<file path="src/rtl/diffeq_pkg.sv">
// diffeq_pkg: shared state encodings and default parameters for the diffeq sequencer.
package diffeq_pkg;

  // Controller states; the numeric values are visible on the state output.
  typedef enum logic [1:0] {
    ST_IDLE    = 2'd0,
    ST_READ    = 2'd1,
    ST_COMPUTE = 2'd2,
    ST_DONE    = 2'd3
  } state_e;

  localparam int DEF_NUM_LOADS  = 4;
  localparam int DEF_NUM_PHASES = 4;
  localparam int DEF_ITER_W     = 16;

endpackage

</file>
<file path="src/rtl/prio_onehot.sv">
// prio_onehot: grants the lowest-index set bit of req as a one-hot vector.
module prio_onehot #(
  parameter int N = 4
) (
  input  logic [N-1:0] req,
  output logic [N-1:0] gnt
);

  logic [N-1:0] one_s;

  assign one_s = {{(N-1){1'b0}}, 1'b1};

  // Two's-complement trick: req & -req keeps only the lowest set bit.
  always_comb begin
    gnt = req & (~req + one_s);
  end

endmodule

</file>
<file path="src/rtl/diffeq_seq_ctrl.sv">
// diffeq_seq_ctrl: sequences operand loading, phased compute loop and result
// handshake for the differential-equation solver datapath.
module diffeq_seq_ctrl
  import diffeq_pkg::*;
#(
  parameter int NUM_LOADS  = DEF_NUM_LOADS,
  parameter int NUM_PHASES = DEF_NUM_PHASES,
  parameter int ITER_W     = DEF_ITER_W
) (
  input  logic                          clk,
  input  logic                          reset,
  input  logic                          start,
  input  logic                          abort,
  input  logic [NUM_LOADS-1:0]          load_req,
  input  logic                          ready,
  input  logic                          phase_done,
  input  logic                          continue_while,
  input  logic [ITER_W-1:0]             max_iter,
  input  logic                          out_ack,
  output logic [NUM_LOADS-1:0]          load_en,
  output logic [$clog2(NUM_PHASES)-1:0] phase,
  output logic [ITER_W-1:0]             iter_count,
  output logic                          busy,
  output logic                          valid,
  output logic                          timeout,
  output logic [1:0]                    state
);

  localparam int PH_W = $clog2(NUM_PHASES);
  localparam logic [PH_W-1:0]      LAST_PHASE = PH_W'(NUM_PHASES - 1);
  localparam logic [NUM_LOADS-1:0] ALL_LOADED = {NUM_LOADS{1'b1}};
  localparam logic [NUM_LOADS-1:0] NO_LOADS   = {NUM_LOADS{1'b0}};
  localparam logic [ITER_W-1:0]    ITER_MAX   = {ITER_W{1'b1}};
  localparam logic [ITER_W-1:0]    ITER_ZERO  = {ITER_W{1'b0}};
  localparam logic [PH_W-1:0]      PH_ZERO    = {PH_W{1'b0}};

  state_e               state_r, state_nxt_s;
  logic [NUM_LOADS-1:0] load_en_r, load_en_nxt_s;
  logic [NUM_LOADS-1:0] mask_r, mask_nxt_s;
  logic [PH_W-1:0]      phase_r, phase_nxt_s;
  logic [ITER_W-1:0]    iter_r, iter_nxt_s;
  logic                 timeout_r, timeout_nxt_s;
  logic                 busy_r, busy_nxt_s;
  logic                 valid_r, valid_nxt_s;

  logic [NUM_LOADS-1:0] grant_s;
  logic [NUM_LOADS-1:0] mask_all_s;
  logic [ITER_W-1:0]    iter_inc_s;
  logic [ITER_W:0]      iter_plus_s;
  logic                 loop_ok_s;

  // Only channels not yet loaded compete, so a held request walks upward.
  prio_onehot #(.N(NUM_LOADS)) u_prio (
    .req (load_req & ~mask_r),
    .gnt (grant_s)
  );

  assign mask_all_s  = mask_r | grant_s;
  assign iter_inc_s  = (iter_r == ITER_MAX) ? iter_r : (iter_r + ITER_W'(1'b1));
  assign iter_plus_s = {1'b0, iter_r} + {{ITER_W{1'b0}}, 1'b1};
  assign loop_ok_s   = (max_iter == ITER_ZERO) || (iter_plus_s < {1'b0, max_iter});

  // Next-state and next-output decode; abort overrides every transition.
  always_comb begin
    state_nxt_s   = state_r;
    load_en_nxt_s = NO_LOADS;
    mask_nxt_s    = mask_r;
    phase_nxt_s   = phase_r;
    iter_nxt_s    = iter_r;
    timeout_nxt_s = timeout_r;
    if (abort) begin
      state_nxt_s = ST_IDLE;
      mask_nxt_s  = NO_LOADS;
      phase_nxt_s = PH_ZERO;
    end else begin
      case (state_r)
        ST_IDLE: begin
          if (start) begin
            state_nxt_s   = ST_READ;
            mask_nxt_s    = NO_LOADS;
            iter_nxt_s    = ITER_ZERO;
            timeout_nxt_s = 1'b0;
          end else begin
            state_nxt_s = ST_IDLE;
          end
        end
        ST_READ: begin
          load_en_nxt_s = grant_s;
          mask_nxt_s    = mask_all_s;
          if (ready && (mask_all_s == ALL_LOADED)) begin
            state_nxt_s = ST_COMPUTE;
            phase_nxt_s = PH_ZERO;
            iter_nxt_s  = ITER_ZERO;
          end else begin
            state_nxt_s = ST_READ;
          end
        end
        ST_COMPUTE: begin
          if (!phase_done) begin
            state_nxt_s = ST_COMPUTE;
          end else if (phase_r != LAST_PHASE) begin
            phase_nxt_s = phase_r + PH_W'(1'b1);
          end else begin
            phase_nxt_s = PH_ZERO;
            iter_nxt_s  = iter_inc_s;
            if (!continue_while) begin
              state_nxt_s = ST_DONE;
            end else if (loop_ok_s) begin
              state_nxt_s = ST_COMPUTE;
            end else begin
              state_nxt_s   = ST_DONE;
              timeout_nxt_s = 1'b1;
            end
          end
        end
        ST_DONE: begin
          if (out_ack) begin
            state_nxt_s = ST_IDLE;
          end else begin
            state_nxt_s = ST_DONE;
          end
        end
        default: begin
          state_nxt_s = ST_IDLE;
          mask_nxt_s  = NO_LOADS;
          phase_nxt_s = PH_ZERO;
        end
      endcase
    end
    busy_nxt_s  = (state_nxt_s == ST_READ) || (state_nxt_s == ST_COMPUTE);
    valid_nxt_s = (state_nxt_s == ST_DONE);
  end

  // State and output registers with asynchronous reset.
  always_ff @(posedge clk or posedge reset) begin
    if (reset) begin
      state_r   <= ST_IDLE;
      load_en_r <= NO_LOADS;
      mask_r    <= NO_LOADS;
      phase_r   <= PH_ZERO;
      iter_r    <= ITER_ZERO;
      timeout_r <= 1'b0;
      busy_r    <= 1'b0;
      valid_r   <= 1'b0;
    end else begin
      state_r   <= state_nxt_s;
      load_en_r <= load_en_nxt_s;
      mask_r    <= mask_nxt_s;
      phase_r   <= phase_nxt_s;
      iter_r    <= iter_nxt_s;
      timeout_r <= timeout_nxt_s;
      busy_r    <= busy_nxt_s;
      valid_r   <= valid_nxt_s;
    end
  end

  assign state      = state_r;
  assign load_en    = load_en_r;
  assign phase      = phase_r;
  assign iter_count = iter_r;
  assign timeout    = timeout_r;
  assign busy       = busy_r;
  assign valid      = valid_r;

endmodule

</file>
<file path="config.mk">
export PLATFORM = sky130hd
export DESIGN_NAME = diffeq_seq_ctrl
export DESIGN_NICKNAME = d
export VERILOG_FILES = /design/src/rtl/diffeq_pkg.sv /design/src/rtl/prio_onehot.sv /design/src/rtl/diffeq_seq_ctrl.sv
export SDC_FILE = /design/constraint.sdc
export NUM_CORES = 1
export LEC_CHECK = 0
export ABC_AREA = 1
export BUFFER_PORTS_ARGS = -buffer_cell sky130_fd_sc_hd__buf_2
export CAP_MARGIN = 20
export CORE_MARGIN = 2
export CORE_UTILIZATION = 50
export CTS_BUF_LIST = sky130_fd_sc_hd__clkbuf_4
export CTS_CLUSTER_DIAMETER = 100
export CTS_CLUSTER_SIZE = 10
export DETAILED_ROUTE_END_ITERATION = 10
export GPL_TIMING_DRIVEN = 0
export PLACE_DENSITY = 0.8
export SYNTH_ARGS = -nofsm -noshare
export SYNTH_HDL_FRONTEND = slang
export SYNTH_SLANG_ARGS = --single-unit
</file>
<file path="constraint.sdc">
create_clock -name clk -period 2.4 [get_ports clk]
set_input_delay 0.12 -clock clk [delete_from_list [all_inputs] [get_ports clk]]
set_output_delay 0.12 -clock clk [all_outputs]
set_load 0.02 [all_outputs]
</file>
==> results_dict.tcl <==
set metrics [dict create \
    setup_viol_count_final 4 \
    hold_viol 0 \
    overflow 0 \
    fmax_ghz 0.356 \
    min_from "load_req[0]" \
    die_height_um 70.7 \
    seq_area_frac_synth_pct 34.9 \
    drtIter0Drc 166 \
    gp_congestion 0.872 \
    diodes 0 \
    place_hpwl_um 3970 \
    drc_errors 0 \
    yosysMostFrequentCell "nand2_1" \
    rsz0062_at_grt "yes" \
    synth.top_cells.by_area "dfrtp_1 35%, nand2_1 16%, ha_1 10%" \
    nFillCells 343 \
    r2r_cells 18 \
    num_rows 24 \
    status "finished with violations" \
    cts_buffers 5 \
    cp-startpoint "iter_count[6]" \
    numPortBuffers 54 \
    final_layout_size_suffix_gt1_share_pct 38.0 \
    drv_slew 0 \
    syn2layout_area_growth_pct 37.2 \
    syn_nets 351 \
    ys_warn_count 0 \
    crit_path_end "busy" \
    power_uw 980 \
    drv_cap 0 \
    cp_data_required_time_ns 2.63 \
    wirelength_um 6010 \
    regArea_um2 782 \
    synth-edff-count 0 \
    ctsLongestPathBuffers 2 \
    synth.largest_area_cell "dfrtp_1" \
    cts_tree "built" \
    die_w_um 70.7 \
    wl_per_cell_um 13.4 \
    netlist_area_um2 2220 \
    vdd_drop_max_v 0.000425 \
    end_kind "register" \
    clockRootBuffer "clkbuf_4" \
    postRouteAntennaNets 0 \
    initial_core_util_pct 51.4 \
    violations "setup timing" \
    postPlaceCellArea_um2 2630 \
    fin_nets 442 \
    grt_max_degree 22 \
    cp_max_fo 4 \
    clock_skew_ns 0.00476 \
    clkSinkCount 31 \
    finalHoldWorstSlack_ns 0.0648 \
    worst_pin_slew_ns 0.501 \
    path_clk_slew_ns 0.09 \
    grt_use_total_pct 21.3 \
    reg2reg_from "iter_count[6]" \
    fin_crit_ns 2.81 \
    fin_ws_ns -0.409 \
    grt_pass1_vias 1998 \
    final_area_um2 3050 \
    dp_slack_ns -0.377 \
    coreArea_um2 4320 \
    vias 2341 \
    startpoint_type "register" \
    synth_top_area_share_pct 34.9 \
    ys_seq_elements 31 \
    setup_tns_ns -1.13 \
    hp-class "primary input to register" \
    die_area_um2 5000 \
    criticalPathCategory "register to register" \
    async_flop_share_pct 100 \
    antenna_found_initial 0 \
    grt_pass1_wl_um 8670 \
    regToRegSetupSlack_ns -0.41 \
    yosys.cell_types.count 32 \
    ios 55 \
    clock_latency_ns 0.32 \
    power_density_nw_per_um2 321 \
    post-route-period-util_pct 117 \
    synth_ff_type "dfrtp_1" \
    leakagePower_nw 1.70 \
    cts_htree_levels 2 \
    synthTopCellsByCount "93 x nand2_1, 44 x inv_1, 31 x dfrtp_1" \
    slew-limit-headroom_pct 66.6 \
    r2r_end "busy" \
    synth_cells 305 \
    worstPathArrival_ns 3.03 \
    syn_area_per_cell_um2 7.29 \
    first_pass_iters 4 \
    vias_per_cell 5.21 \
    multi_input_area_um2 1420 \
]
cells by family after synthesis:
family	Yosys count	synth area share [%]
buffers and inverters	52	9.39
flip-flops	31	34.9
AND/OR/NAND/NOR	153	29.9
adder cells (fa/ha/maj)	18	10.1
AO/OA/AOI/OAI	41	11.8
XOR/XNOR	10	3.94
placed cells by master, fill, tap and decap left out, types with 4 or more instances in the layout:
master,instances
o21ai_2,10
nand3_2,5
buf_4,29
nor2_4,4
nand2_1,86
clkbuf_4,6
o21ai_0,4
xor2_1,4
ha_1,15
a21oi_1,8
dfrtp_1,26
dfrtp_2,5
nand4_1,5
inv_2,4
nor2_1,20
nor2_2,4
nand2_2,8
o21ai_1,9
buf_2,56
nand3_1,10
inv_1,43
layer usage:
layer / part of all wire, % / vias up / global-route usage (%)
li1: - / 1160 / -
met3: 6.4 / 15 / 2.56
met1: 39 / 1070 / 27.3
met4: 2.5 / 0 / 7.13
met5: 0 / - / 0
met2: 52 / 96 / 37.5
where the power goes:
group          total [mW]  internal [mW]  switching (mW)
clock network       0.285          0.120           0.166
logic               0.159         0.0618          0.0967
registers           0.536          0.530         0.00618
through the flow:
step                      util [%]  std cells
final                         70.6        449
after global routing          70.6        449
after floorplan                  -        305
after global placement        60.1        411
after detailed placement      60.7        412
after CTS                     66.2        435
flip-flops by register name, indices dropped and copies added (netlist names):
| signal | flops |
|---|---|
| timeout | 1 |
| state | 2 |
| mask_r | 4 |
| iter_count | 16 |
| phase | 2 |
| busy | 1 |
| valid | 1 |
| load_en | 4 |
repair_timing:
item	4_1_cts	5_1_grt
hold buffers	2	0
endpoints found under the hold margin	11	0
resized for setup	12	20
setup buffers	13	14
endpoints found under the setup margin	4	4
pin swaps	21	26
final cells by class:
type,count,share of cell area (%)
clock inverters,2,0.246
inverters,47,5.78
clock buffers,6,1.48
repair buffers,84,17.2
well taps,52,2.13
plain buffers,5,1.07
multi-input cells,222,46.5
flip-flops and latches,31,25.6
critical path, cell delays in order, from the launching register on:
cell and delay (ns):
dfrtp_1 0.42, buf_4 0.13, nand2_1 0.07, nor2_4 0.17, buf_4 0.15, nand2_2 0.06
xor2_2 0.16, ha_1 0.34, nand2_2 0.10, nor2_4 0.11, nand3_2 0.08, nand3_2 0.09
nand2_1 0.07, nand2_1 0.10, nand2_2 0.08, nand2_1 0.06, nand2_1 0.06, a21oi_2 0.21
ha_4 0.23
how the worst min path moves through the flow:
stage / cells after the start / end
after floorplan: 1 / state[1]
after global routing: 3 / mask_r[0]
after global placement: 2 / state[1]
final: 3 / mask_r[0]
after CTS: 3 / mask_r[0]
after detailed placement: 2 / load_en[1]
Note: power is estimated with default switching activity, not from simulation.
